### config.mk
export PLATFORM = sky130hd
export DESIGN_NAME = fetch_queue
export DESIGN_NICKNAME = d
export VERILOG_FILES = /design/src/rtl/fetch_queue_pkg.sv /design/src/rtl/fetch_queue_mem.sv /design/src/rtl/fetch_queue.sv
export SDC_FILE = /design/constraint.sdc
export NUM_CORES = 1
export LEC_CHECK = 0
export CAP_MARGIN = 10
export CORE_AREA = 2 2 208 108
export CTS_CLUSTER_DIAMETER = 80
export CTS_CLUSTER_SIZE = 10
export DETAILED_ROUTE_END_ITERATION = 8
export DIE_AREA = 0 0 210 110
export PLACE_DENSITY = 0.79
export SYNTH_ARGS = -nofsm -noshare
export SYNTH_HDL_FRONTEND = slang
export SYNTH_HIERARCHICAL = 1
export SYNTH_SLANG_ARGS = --single-unit
### constraint.sdc
create_clock -name clk -period 2.72 [get_ports clk]
set_clock_uncertainty 0.15 [all_clocks]
set_input_delay 0.272 -clock clk [delete_from_list [all_inputs] [get_ports clk]]
set_output_delay 0.272 -clock clk [all_outputs]
set_load 0.005 [all_outputs]
### src/rtl/fetch_queue_pkg.sv
// fetch_queue_pkg: shared sizing constants for the fetch/decode decoupling
// queue. These are the codebase-wide defaults for PC width, instruction width
// and queue depth. Instantiations may override them through named parameters.
package fetch_queue_pkg;

  localparam int unsigned FQ_ADDR_SIZE = 32;  // PC width
  localparam int unsigned FQ_INST_SIZE = 32;  // instruction word width
  localparam int unsigned FQ_DEPTH     = 4;   // entries; power of two, >= 2

endpackage

### src/rtl/fetch_queue_mem.sv
// fetch_queue_mem: DEPTH x WIDTH register array backing the fetch queue.
// Ports:
//   clk, rst_n   clock, asynchronous active-low reset (clears every entry)
//   we           write enable; writes wr_data at wr_addr on the rising edge
//   wr_addr      write index
//   wr_data      entry to store
//   rd_addr      read index (asynchronous read)
//   rd_data      contents of entry rd_addr
module fetch_queue_mem
  import fetch_queue_pkg::*;
#(
  parameter int unsigned DEPTH  = FQ_DEPTH,
  parameter int unsigned WIDTH  = FQ_ADDR_SIZE + FQ_INST_SIZE,
  parameter int unsigned ADDR_W = $clog2(DEPTH)
) (
  input  logic              clk,
  input  logic              rst_n,
  input  logic              we,
  input  logic [ADDR_W-1:0] wr_addr,
  input  logic [WIDTH-1:0]  wr_data,
  input  logic [ADDR_W-1:0] rd_addr,
  output logic [WIDTH-1:0]  rd_data
);

  logic [WIDTH-1:0] mem_q [DEPTH];
  logic [WIDTH-1:0] mem_d [DEPTH];

  always_comb begin
    mem_d = mem_q;
    if (we) begin
      mem_d[wr_addr] = wr_data;
    end
  end

  always_ff @(posedge clk or negedge rst_n) begin
    if (!rst_n) begin
      for (int unsigned i = 0; i < DEPTH; i++) begin
        mem_q[i] <= '0;
      end
    end else begin
      mem_q <= mem_d;
    end
  end

  assign rd_data = mem_q[rd_addr];

endmodule

### src/rtl/fetch_queue.sv
// fetch_queue: decoupling buffer between instruction fetch and decode.
// Captures {pc, inst} responses from instruction memory, presents them to
// decode over valid/ready, and drives the PC register enable with credit-based
// back-pressure: a fetch is only issued when an entry is guaranteed for its
// response. A redirect flushes all wrong-path state.
// Ports:
//   clk, rst_n          clock, asynchronous active-low reset
//   in_valid            instruction memory response valid
//   in_pc, in_inst      response address and instruction word
//   redirect            taken branch/jump this cycle
//   pc_en               PC register enable
//   out_valid           head entry available to decode
//   out_ready           decode accepts head entry
//   out_pc, out_inst    head entry contents
module fetch_queue
  import fetch_queue_pkg::*;
#(
  parameter int unsigned ADDR_SIZE = FQ_ADDR_SIZE,
  parameter int unsigned INST_SIZE = FQ_INST_SIZE,
  parameter int unsigned DEPTH     = FQ_DEPTH
) (
  input  logic                 clk,
  input  logic                 rst_n,
  input  logic                 in_valid,
  input  logic [ADDR_SIZE-1:0] in_pc,
  input  logic [INST_SIZE-1:0] in_inst,
  input  logic                 redirect,
  output logic                 pc_en,
  output logic                 out_valid,
  input  logic                 out_ready,
  output logic [ADDR_SIZE-1:0] out_pc,
  output logic [INST_SIZE-1:0] out_inst
);

  localparam int unsigned PTR_W = $clog2(DEPTH);
  // One extra bit so count can hold DEPTH and count+pending never wraps.
  localparam int unsigned CNT_W = $clog2(DEPTH) + 1;
  localparam int unsigned ENT_W = ADDR_SIZE + INST_SIZE;
  localparam logic [CNT_W-1:0] DEPTH_C = CNT_W'(DEPTH);

  logic [PTR_W-1:0] rd_ptr_q, rd_ptr_d;
  logic [PTR_W-1:0] wr_ptr_q, wr_ptr_d;
  logic [CNT_W-1:0] count_q, count_d;
  logic             pending_q, pending_d;

  logic             credit_ok;
  logic             issue;
  logic             push;
  logic             pop;
  logic [ENT_W-1:0] rd_entry;

  // An outstanding fetch (pending) already owns an entry, so it is counted
  // against capacity before another fetch may be issued.
  always_comb begin
    credit_ok = (count_q + CNT_W'(pending_q)) < DEPTH_C;
    pc_en     = rst_n & (redirect | credit_ok);
    issue     = pc_en & ~redirect;
    out_valid = rst_n & (count_q != '0) & ~redirect;
    push      = in_valid & pending_q & ~redirect;
    pop       = out_valid & out_ready;
  end

  always_comb begin
    rd_ptr_d  = rd_ptr_q;
    wr_ptr_d  = wr_ptr_q;
    count_d   = count_q;
    pending_d = issue;
    if (redirect) begin
      rd_ptr_d  = '0;
      wr_ptr_d  = '0;
      count_d   = '0;
      pending_d = 1'b0;
    end else begin
      if (push) begin
        wr_ptr_d = wr_ptr_q + PTR_W'(1);
      end
      if (pop) begin
        rd_ptr_d = rd_ptr_q + PTR_W'(1);
      end
      case ({push, pop})
        2'b10:   count_d = count_q + CNT_W'(1);
        2'b01:   count_d = count_q - CNT_W'(1);
        default: count_d = count_q;
      endcase
    end
  end

  always_ff @(posedge clk or negedge rst_n) begin
    if (!rst_n) begin
      rd_ptr_q  <= '0;
      wr_ptr_q  <= '0;
      count_q   <= '0;
      pending_q <= 1'b0;
    end else begin
      rd_ptr_q  <= rd_ptr_d;
      wr_ptr_q  <= wr_ptr_d;
      count_q   <= count_d;
      pending_q <= pending_d;
    end
  end

  fetch_queue_mem #(
    .DEPTH  (DEPTH),
    .WIDTH  (ENT_W),
    .ADDR_W (PTR_W)
  ) u_mem (
    .clk     (clk),
    .rst_n   (rst_n),
    .we      (push),
    .wr_addr (wr_ptr_q),
    .wr_data ({in_pc, in_inst}),
    .rd_addr (rd_ptr_q),
    .rd_data (rd_entry)
  );

  assign out_pc   = rd_entry[ENT_W-1 -: ADDR_SIZE];
  assign out_inst = rd_entry[INST_SIZE-1:0];

endmodule
; Yosys cells after proc, flatten, opt, wreduce, memory -nomap -nowiden
; Index checks and enable logic that the tools add are counted.
[totals]
register_bits = 264
inputBits = 69
out_inout_bits = 66
wordCells = 48
[classes]
add_sub_neg = 5
order_cmp = 4
eq_ne = 2
mux = 13
bitwise = 11
reduce_logical = 5
[ops]
columns = op, count
row1 = bitwise mux 256 bit, 1
row2 = 2-to-1 mux 64 bit, 3
row3 = binary-select mux 64 bit (select 2 bit), 1
row4 = demux 64 bit (select 2 bit), 1
row5 = 2-to-1 mux 2 bit, 4
row6 = bitwise AND 1 bit, 7
row7 = "greater-or-equal comparator 3 bit, second input constant", 2
row8 = NOT 2 -> 3 bit, 2
row9 = one-hot mux 3 bit (2 select lines), 1
row10 = nonzero test 3 bit, 2
row11 = "adder 2 x 1 -> 2 bit, second input constant", 2
row12 = nonzero test 2 bit, 2
row13 = adder 3 x 1 -> 3 bit, 1
row14 = "adder 3 x 1 -> 3 bit, second input constant", 1
row15 = "less-than comparator 3 x 1 -> 1 bit, second input constant", 1
row16 = "less-than comparator 3 bit, second input constant", 1
row17 = 2-to-1 mux 3 bit, 1
row18 = "subtractor 3 x 1 -> 3 bit, second input constant", 1
row19 = "== test 2 x 1 -> 1 bit, second input constant", 1
row20 = "== test 2 bit, second input constant", 1
row21 = logical AND 1 bit, 1
row22 = 2-to-1 mux 1 bit, 1
row23 = NOT 1 bit, 1
row24 = OR 1 bit, 1

; Logic depth before layout (Yosys ltp)
; Gate-level depths: netlist of run 1.
[logic_depth]
ltp_word = 7
ltp_mapped = 7

; Hierarchy
; The synthesis of run 1 kept the hierarchy.
[by_module_without_submodules]
columns = module, instances, cells_each, area_each_um2, seq_area_each_um2
row1 = fetch_queue_mem, 1, 621, 11162.0, 6406.1
row2 = fetch_queue, 1, 55, 509.2, 200.2

; Least setup slack after synthesis of run 1
; Ideal clock, no wire load.
[synth_timing]
kind = register to register
start = register count_q[2]
end = register count_q[2]
t_arrival_ps = 1900
path_slack_ps = 599
stages_incl_launch_ff = 8
n_path_buf = 0
synth_period_minus_slack_ps = 2121
path_cell_list = dfrtp_1 or3_4 nand2_1 nor2_1 fa_1 a2111oi_0 nand3_1 nand4_1
[synth_between]
elab_chain_cells = 7
[synth_rtl]
columns = element, line_no
row1 = start: declaration, fetch_queue.sv:43  ; logic [CNT_W-1:0] count_q, count_d;
row2 = start signal: assignment, fetch_queue.sv:97  ; count_q <= count_d;
row3 = nonzero test 3 bit, fetch_queue.sv:58  ; out_valid = rst_n & (count_q != '0) & ~redirect;
row4 = bitwise AND 1 bit (2 in series), fetch_queue.sv:58
row5 = bitwise AND 1 bit, fetch_queue.sv:60  ; pop = out_valid & out_ready;
row6 = == test 2 x 1 -> 1 bit or == test 2 bit (tied branches), fetch_queue.sv:80  ; case ({push, pop})
row7 = one-hot mux 3 bit (2 select lines), fetch_queue.sv:80
row8 = 2-to-1 mux 3 bit, fetch_queue.sv:68  ; if (redirect) begin
; Several ways; a longest one is shown, not always the timed one.
; A chain may end at the register's enable or synchronous reset.

; Worst setup path in the final report of run 1
[layout_timing]
start = register rd_ptr_q[0]
end = output port out_inst[26]
[layout_between]
elab_chain_cells = 4
[layout_rtl]
columns = element, line_no
row1 = start: declaration, fetch_queue.sv:41  ; logic [PTR_W-1:0] rd_ptr_q, rd_ptr_d;
row2 = start signal: assignment, fetch_queue.sv:95  ; rd_ptr_q <= rd_ptr_d;
row3 = NOT 2 -> 3 bit (not written as such), fetch_queue_mem.sv:45  ; assign rd_data = mem_q[rd_addr];
row4 = binary-select mux 64 bit (select 2 bit), fetch_queue_mem.sv:45
row5 = 2-to-1 mux 64 bit (not written as such) (2 in series), fetch_queue_mem.sv:45
row6 = end: declaration, fetch_queue.sv:32  ; output logic [INST_SIZE-1:0] out_inst
; No other way between the ends. The select of a mux whose other input is x is not followed.

==> flow_summary.ini, run 1 <==
[status]
outcome = finished clean

[timing]
setup_viol = 0
relSlewSlack_pct = 31.39
drv_slew = 0
fin_crit_sh_pct = 98.23
worstMarginPinSlew_ps = 1026
hold_viol_final = 0
timing.final.crit_period_ps = 2672
fmax_ghz = 0.3743
worst_slack_ps = 48.11

[placement]
place.gp.congestion = 0.7142
dp_hpwl_mm = 16.56
dp_worst_setup_slack_ps = 175.6
io_buffer_count = 134

[global_routing]
grt_use_total_pct = 23.61
grt_util_met1_pct = 31.30
grt_first_pass_wirelength_mm = 41.46
top_usage_layer = met2
globalRouteMet2Util_pct = 40.46
grtUsageMet3_pct = 5.779
grt-ovfl-total = 0
grt_pass1_vias = 7504
grt_max_degree = 81
antenna_found_initial = 2

[critical_path]
path_class = register to primary output
path_buf_inv = 3
r2r_end = count_q[2]$_DFFE_PN0P_
path_depth = 4
critPathCapture = out_inst[26]
worstPathCellList = buf_4 > buf_16 > mux4_2 > dlygate4sd2_1
start_kind = register
critPathLaunch = rd_ptr_q[0]$_DFFE_PN0P_
cp.required_ps = 2300
cpPeakStageDelay_ps = 600
r2r_slack_ps = 260
rr_startpoint = count_q[2]$_DFFE_PN0P_
critPathArrivalTime_ps = 2250
ff2ff_path_depth = 7
end_kind = primary output
worst_path_max_delay_cell = mux4_2
crit_family = buffers and inverters
cp_max_fo = 18

[synthesis]
ys_ff_latch = 264
ys_warn_count = 6
ys_seq_area_share_pct = 56.60
syn-cell-area_um2 = 11670
synth_enable_flop_cells = 0
syn_avg_cell_area_um2 = 17.27
ys.flop_type = dfrtp_1
syn_inst = 676
synth.net_count = 746
synthArstFlopShare_pct = 100.0
ys_types = 35

[floorplan]
rows = 38
die_area_um2 = 23100
die_height_um = 110
core_um2 = 21250
ios = 135
die_w_um = 210
start_util_pct = 54.92

[detailed_routing]
first_pass_iters = 4
drcViolationCount = 0
wl_per_cell_um = 23.46
routed_wl_mm = 26.06
num_vias = 6532
via_per_inst = 5.879
drtIter0Drc = 339
ant_nets = 0

[power_and_ir_drop]
p_per_area_nw_per_um2 = 670.6
power_frac_clock_pct = 36.3
ir_worst_vdd_mv = 0.5545
internal_power_mw = 7.266
p_sw_share_pct = 23.38
p_seq_share_pct = 47.9
combPwrFrac_pct = 15.8
power.leakage_nw = 6.548
p_switching_mw = 2.217

[final_layout]
final_nets = 898
fillers = 1445
postLayoutCoreUtil_pct = 66.53
area_delta_synth_final_pct = 21.15
drive_above_1_share_pct = 46.08

[min_path]
hp-start = in_inst[20]
min_path_type = input port to register

[cts]
cts.clk_slew.worst_paths_ps = 60
cts_root_buffer = clkbuf_16
cts_num_sinks = 264
cts_tree = done
worstSkewPairLatency_ps = 540
htree_num_levels = 1
numCtsBuffers = 30
clk_path_buf_depth = 3

[flow_run]
maxCapViolCount = 0
## timing repair
action | CTS | global route
hold buffers | 2 | 0
setup endpoints to repair | 60 | 17
pin swaps | 0 | 0
buffers inserted | 1 | 5
gates cloned | 2 | 0
resized for setup | 53 | 3
hold endpoints to repair | 108 | 0
## cell families (layout without fill, tap and decap cells)
kind of cell / count (synthesis) / in the layout / synth area share [%]
other cells: 0 / 2 / 0
compound gates: 10 / 10 / 0.6753
xor+xnor: 3 / 3 / 0.2252
simple gates: 32 / 32 / 1.619
fa+ha+maj: 1 / 1 / 0.1715
buf+inv: 44 / 197 / 3.473
flops: 264 / 264 / 56.60
mux: 322 / 322 / 37.23
## per-layer routing
layer  part of all wire (%)  wire [um]
met1                     44      11480
met2                     50      12910
met3                    5.1       1324
met4                    1.3        336
met5                  0.050         13
## cell type report
class	count	area [um^2]	share of cell area, %
Clock buffer	32	779.5	5.513
Tap cell	280	350.3	2.478
Clock inverter	1	8.758	0.06194
Sequential cell	264	6614	46.77
Timing Repair Buffer	163	1705	12.06
Inverter	1	3.754	0.02655
Antenna cell	2	5.005	0.03540
Multi-Input combinational cell	368	4673	33.05
## synth_stat cells, drive strengths merged (2+ instances only)
library cell  count  area (um^2)
clkbuf            9        93.84
or3               2        17.52
buf              34        307.8
nand3b            4        30.03
nand3             7        40.04
nand2             4        15.01
mux2            257         2894
xor2              2        17.52
o21ai             2        10.00
nand4             4        25.02
nor2              6        22.52
dfrtp           264         6606
o2111ai           3        26.28
mux4             64         1441
## through the flow
step | cell area (um^2) | TNS (ps) | power (mW) | cells | hold WS, ps
final | 14140 | 0 | 9.482 | 1111 | 253.5
after global routing | 14130 | -9.297 | 9.889 | 1109 | 273.8
after CTS | 14080 | -637.6 | 9.584 | 1104 | 245.5
after detailed placement | 13240 | 0 | 6.228 | 1066 | -24.09
after global placement | 13240 | 0 | 6.112 | 1066 | -28.06
after floorplan | 11670 | 0 | 5.279 | 676 | -173.6
## power groups by stage
stage | registers, mW | logic [mW] | clock network (mW)
3_5_place_dp | 4.61 | 1.62 | 0
4_1_cts | 4.54 | 1.51 | 3.53
3_3_place_gp | 4.55 | 1.56 | 0
2_1_floorplan | 4.51 | 0.765 | 0
5_1_grt | 4.58 | 1.61 | 3.69
6_report | 4.54 | 1.50 | 3.45
## worst min-delay path by stage
stage	to	cells after the start
after floorplan	count_q[0]$_DFFE_PN0P_	0
after global placement	rd_ptr_q[1]$_DFFE_PN0P_	1
after detailed placement	rd_ptr_q[1]$_DFFE_PN0P_	1
after CTS	u_mem/mem_q[212]$_DFFE_PN0P_	2
after global routing	u_mem/mem_q[109]$_DFFE_PN0P_	2
final	u_mem/mem_q[212]$_DFFE_PN0P_	2
## layout by cell type, fill, tap and decap left out, drive strengths merged, types with 2 or more instances in the layout
master	n
clkdlybuf4s50	85
nand4	4
buf	28
o21ai	2
diode	2
or3	2
nand3	7
nand3b	4
dlygate4sd3	2
xor2	2
nand2	4
mux2	257
dfrtp	264
clkbuf	32
o2111ai	3
mux4	64
nor2	6
dlygate4sd2	47
## flip-flops by register name, indices dropped and copies added, names as in the netlist
register	count
count_q	3
pending_q	1
wr_ptr_q	2
u_mem/mem_q	256
rd_ptr_q	2
(Power assumes the default switching activity.)
==> run 2: changes to the inputs <==
- MAX_ROUTING_LAYER: not set -> met4
==> flow_summary.ini, run 2 (same netlist as run 1, synthesis figures left out) <==
[floorplan]
rows = 38
die_w_um = 210
die_height_um = 110
die_area_um2 = 23100
ios = 135
start_util_pct = 54.92
core_um2 = 21250

[timing]
setup_viol = 0
relSlewSlack_pct = 31.40
hold_viol_final = 0
setup-tns-final_ps = 0
worst_slack_ps = 47.52
drv_slew = 0
fin_crit_sh_pct = 98.25
timing.final.crit_period_ps = 2672
fmax_ghz = 0.3742
worstMarginPinSlew_ps = 1026

[critical_path]
path_class = register to primary output
worst_path_max_delay_cell = mux4_2
end_kind = primary output
r2r_slack_ps = 270
cp.required_ps = 2300
start_kind = register
cpPeakStageDelay_ps = 600
critPathArrivalTime_ps = 2250
critPathLaunch = rd_ptr_q[0]$_DFFE_PN0P_
cp_max_fo = 18
worstPathCellList = buf_4 > buf_16 > mux4_2 > dlygate4sd2_1
rr_startpoint = count_q[2]$_DFFE_PN0P_

[detailed_routing]
via_per_inst = 5.835
ant_nets = 0
drcViolationCount = 0
routed_wl_mm = 26.04
wl_per_cell_um = 23.42
first_pass_iters = 5
drtIter0Drc = 319
num_vias = 6489

[global_routing]
grt_first_pass_wirelength_mm = 41.47
globalRouteMet2Util_pct = 40.37
top_usage_layer = met2
grt-ovfl-total = 0
grt_max_degree = 81
grtUsageMet3_pct = 5.581
grt_util_met1_pct = 31.55
antenna_found_initial = 2
grt_use_total_pct = 24.36
grt_pass1_vias = 7504

[min_path]
min_path_type = input port to register
hp-start = in_inst[20]

[final_layout]
fillers = 1446
drive_above_1_share_pct = 46.08
register_area_um2 = 6614
multiInputGateArea_um2 = 4673
mostFrequentLayoutCells = 262 x dfrtp_1, 252 x mux2_2, 85 x clkdlybuf4s50_1
largest_reg_flops = 256
final_nets = 898
reg_top3 = u_mem/mem_q (256), count_q (3)
area_delta_synth_final_pct = 21.17
final_common_cell = dfrtp_1
instances_no_fill = 1112
regMostFlops = u_mem/mem_q

[cts]
cts.clk_slew.worst_paths_ps = 60
cts_root_buffer = clkbuf_16
cts_tree = done
cts_num_sinks = 264
htree_num_levels = 1
numCtsBuffers = 30
clk_path_buf_depth = 3
worstSkewPairLatency_ps = 540

[power_and_ir_drop]
ir_worst_vdd_mv = 0.5554
total_power_mw = 9.484
power.leakage_nw = 6.548
p_per_area_nw_per_um2 = 670.6

[placement]
io_buffer_count = 134
dp_worst_setup_slack_ps = 175.6
dp_hpwl_mm = 16.56
place.gp.congestion = 0.7224
placed_cells = 1066

[flow_run]
maxCapViolCount = 0

[status]
outcome = finished clean
## run 2: worst max-delay path: cells and delay by family (launching register included)
kind     cells  cell delay (ps)
buf+inv      3              640
mux          1              600
flops        1              460
## run 2: routing by layer
metal | wire length, um | vias to the layer above
li1 | - | 2828
met4 | 329 | 0
met3 | 1226 | 28
met1 | 11650 | 3478
met2 | 12840 | 155
met5 | 0 | -
## run 2: layout make-up
class                      instances  share of cell area, %
timing repair buffer             163                  12.06
tap                              280                  2.477
multi-input combinational        368                  33.04
antenna                            3                0.05308
sequential                       264                  46.77
clock inverter                     1                0.06193
inverter                           1                0.02654
clock buffer                      32                  5.512
## run 2: worst paths after layout
check	end	cells after the start
worst max register to register	count_q[2]$_DFFE_PN0P_	7
min in group asynchronous	u_mem/mem_q[249]$_DFFE_PN0P_	3
worst max-delay path	out_inst[26]	4
max in group asynchronous	u_mem/mem_q[171]$_DFFE_PN0P_	4
worst min register to register	u_mem/mem_q[92]$_DFFE_PN0P_	1
worst min-delay path	u_mem/mem_q[212]$_DFFE_PN0P_	2
## run 2: report_power, final
group / total [mW] / internal (mW) / switching, mW / leakage [nW]
clock: 3.45 / 1.99 / 1.46 / 0.387
sequential: 4.54 / 4.33 / 0.213 / 3.52
combinational: 1.50 / 0.950 / 0.547 / 2.64
total: 9.48 / 7.27 / 2.22 / 6.55
## run 2: stage by stage
stage,hold slack [ps],util (%),area [um^2]
2_1_floorplan,-173.6,-,11670
3_3_place_gp,-28.06,62.30,13240
3_5_place_dp,-24.09,62.30,13240
4_1_cts,245.5,66.26,14080
5_1_grt,273.3,66.53,14140
6_report,254.5,66.54,14140
## run 2: timing repair
| action | CTS | global route |
|---|---|---|
| hold buffers | 2 | 0 |
| setup endpoints to repair | 60 | 17 |
| setup buffers | 1 | 5 |
| hold endpoints to repair | 108 | 0 |
| cloned | 2 | 0 |
| pin swaps | 0 | 0 |
| resized for setup | 53 | 3 |
==> run 3: changes to the inputs <==
- ABC_AREA: not set -> 1
- CORE_AREA: 2 2 208 108 -> 2 2 221 114
- DIE_AREA: 0 0 210 110 -> 0 0 223 116
- PLACE_DENSITY: 0.79 -> 0.8
==> flow_summary.ini, run 3 <==
[global_routing]
grt_max_degree = 168
grt_use_total_pct = 30.40
grt_first_pass_wirelength_mm = 61.29
antenna_found_initial = 0
globalRouteMet2Util_pct = 51.06
grt_pass1_vias = 12204
grt-ovfl-total = 0
top_usage_layer = met2
grt_util_met1_pct = 39.53
grtUsageMet3_pct = 4.133

[synthesis]
synth_area_leader_cell = dfrtp_1
synth.net_count = 1997
ys_top_cells_by_count = 783 x nand2_1, 332 x inv_1, 264 x dfrtp_1
ys_warn_count = 6
synthTopCellsByArea = dfrtp_1 48%, nand2_1 21%, inv_1 9.1%
synth.top_cell.area_share_pct = 48.00
syn-cell-area_um2 = 13760
ys_seq_area_share_pct = 48.00
ys_ff_latch = 264
syn_inst = 1927
synthArstFlopShare_pct = 100.0
ys.flop_type = dfrtp_1
synth_enable_flop_cells = 0
synth.most_common_cell = nand2_1
ys_types = 25
syn_avg_cell_area_um2 = 7.142

[cts]
cts_num_sinks = 264
cts_tree = done
numCtsBuffers = 30
clk_path_buf_depth = 3
htree_num_levels = 1
cts.clk_slew.worst_paths_ps = 60
cts_root_buffer = clkbuf_16
worstSkewPairLatency_ps = 550

[floorplan]
die_w_um = 223
rows = 40
die_height_um = 116
core_um2 = 23770
start_util_pct = 57.89
die_area_um2 = 25870
ios = 135

[detailed_routing]
drtIter0Drc = 1285
wl_per_cell_um = 15.87
first_pass_iters = 5
drcViolationCount = 0
ant_nets = 0
num_vias = 12410
routed_wl_mm = 36.79
via_per_inst = 5.354

[critical_path]
cp.required_ps = 2300
cp_max_fo = 61
start_kind = register
crit_family = buffers and inverters
critPathArrivalTime_ps = 2220
path_class = register to primary output
path_buf_inv = 2
end_kind = primary output
worst_path_max_delay_cell = dfrtp_4
worstPathCellList = buf_8 > nand2_1 > nand3_1 > nand2_1 > clkdlybuf4s50_1
cp_common_cell = nand2_1
cpPeakStageDelay_ps = 470

[power_and_ir_drop]
ir_worst_vdd_mv = 0.3637
power.leakage_nw = 8.663
p_per_area_nw_per_um2 = 702.0

[timing]
timing.final.crit_period_ps = 2641
fin_crit_sh_pct = 97.10
worstMarginPinSlew_ps = 923.6
relSlewSlack_pct = 38.43
worst_slack_ps = 79.01
hold_ws_ps = 21.78
hold_viol_final = 0
drv_slew = 0
fmax_ghz = 0.3786
setup_viol = 0

[final_layout]
mostFrequentLayoutCells = 783 x nand2_1, 328 x inv_1, 260 x dfrtp_1
regMostFlops = u_mem/mem_q
largest_reg_flops = 256
final_common_cell = nand2_1
final_nets = 2071
diodes = 0
area_delta_synth_final_pct = 16.71
reg_top3 = u_mem/mem_q (256), count_q (3)
drive_above_1_share_pct = 4.493
fillers = 2003

[placement]
dp_hpwl_mm = 20.73
dp_worst_setup_slack_ps = 267.9
io_buffer_count = 134
place.gp.congestion = 0.8160

[min_path]
min_path_type = input port to asynchronous set/reset pin

[flow_run]
maxCapViolCount = 0

[status]
outcome = finished clean
==> run 3: cell count changes after synthesis, sizes merged, moves of 64 or more <==
| cell | change |
|---|---|
| mux2 | -257 |
| buf | +93 |
| mux4 | -64 |
| nand4 | +126 |
| o21ai | +68 |
| nand2 | +780 |
| nand3 | +191 |
| inv | +334 |
==> run 3: logic make-up (layout without fill, tap and decap cells) <==
kind of cell | Yosys count | in the layout | share of synthesized area, %
AOI/OAI and AO/OA | 74 | 74 | 2.709
buffers and inverters | 465 | 541 | 14.01
DFF | 264 | 264 | 48.00
xor gates and xnor gates | 2 | 2 | 0.1273
and+or+nand+nor | 1121 | 1121 | 35.00
adders and majority gates | 1 | 1 | 0.1455
==> run 3: final cells by class <==
class	instances	area, um^2	share of cell area, %
sequential	264	6614	41.18
tap	315	394.1	2.454
clock buffer	33	783.3	4.877
timing repair buffer	172	1744	10.86
multi-input combinational	1198	5248	32.67
clock inverter	1	8.758	0.05453
inverter	335	1270	7.907
==> run 3: path summary, 6_finish.rpt <==
kind / slack, ps / cells past startpoint / start / endpoint
worst min register to register: 320 / 2 / u_mem/mem_q[112]$_DFFE_PN0P_ / u_mem/mem_q[112]$_DFFE_PN0P_
worst max-delay path: 80 / 5 / rd_ptr_q[0]$_DFFE_PN0P_ / out_inst[29]
min in group clk: 200 / 3 / in_pc[21] / u_mem/mem_q[53]$_DFFE_PN0P_
worst min-delay path: 20 / 2 / rst_n / u_mem/mem_q[192]$_DFFE_PN0P_
worst max register to register: 740 / 10 / count_q[0]$_DFFE_PN0P_ / count_q[2]$_DFFE_PN0P_
max in group asynchronous: 1230 / 3 / rst_n / u_mem/mem_q[166]$_DFFE_PN0P_
==> run 3: per-layer routing <==
metal,vias to the layer above,share of wire (%)
met5,-,0
met4,0,2.1
met3,74,6.8
met2,438,48
met1,5851,43
li1,6047,-
==> run 3: through the flow <==
stage                     instance area [um^2]  utilization (%)  setup TNS, ps  cells  power, mW
after floorplan                          13760                -              0   1927      6.336
final                                    16060            67.56              0   2318      11.27
after detailed placement                 15230            64.07              0   2283      7.828
after CTS                                16040            67.47              0   2318      11.34
after global placement                   15230            64.07              0   2283      7.764
after global routing                     16060            67.56         -2.002   2318      11.97
==> run 3: power by group <==
part	switching, mW	total (mW)	internal [mW]
Sequential	0.278	4.70	4.42
Clock	1.49	3.48	1.99
Combinational	1.66	3.10	1.44
Total	3.42	11.3	7.85
==> run 3: repair_timing <==
action | CTS | global route
hold buffers | 1 | 0
cloned | 0 | 0
setup buffers | 0 | 0
setup endpoints to repair | 38 | 46
gates resized for setup | 2 | 7
endpoints found under the hold margin | 98 | 0
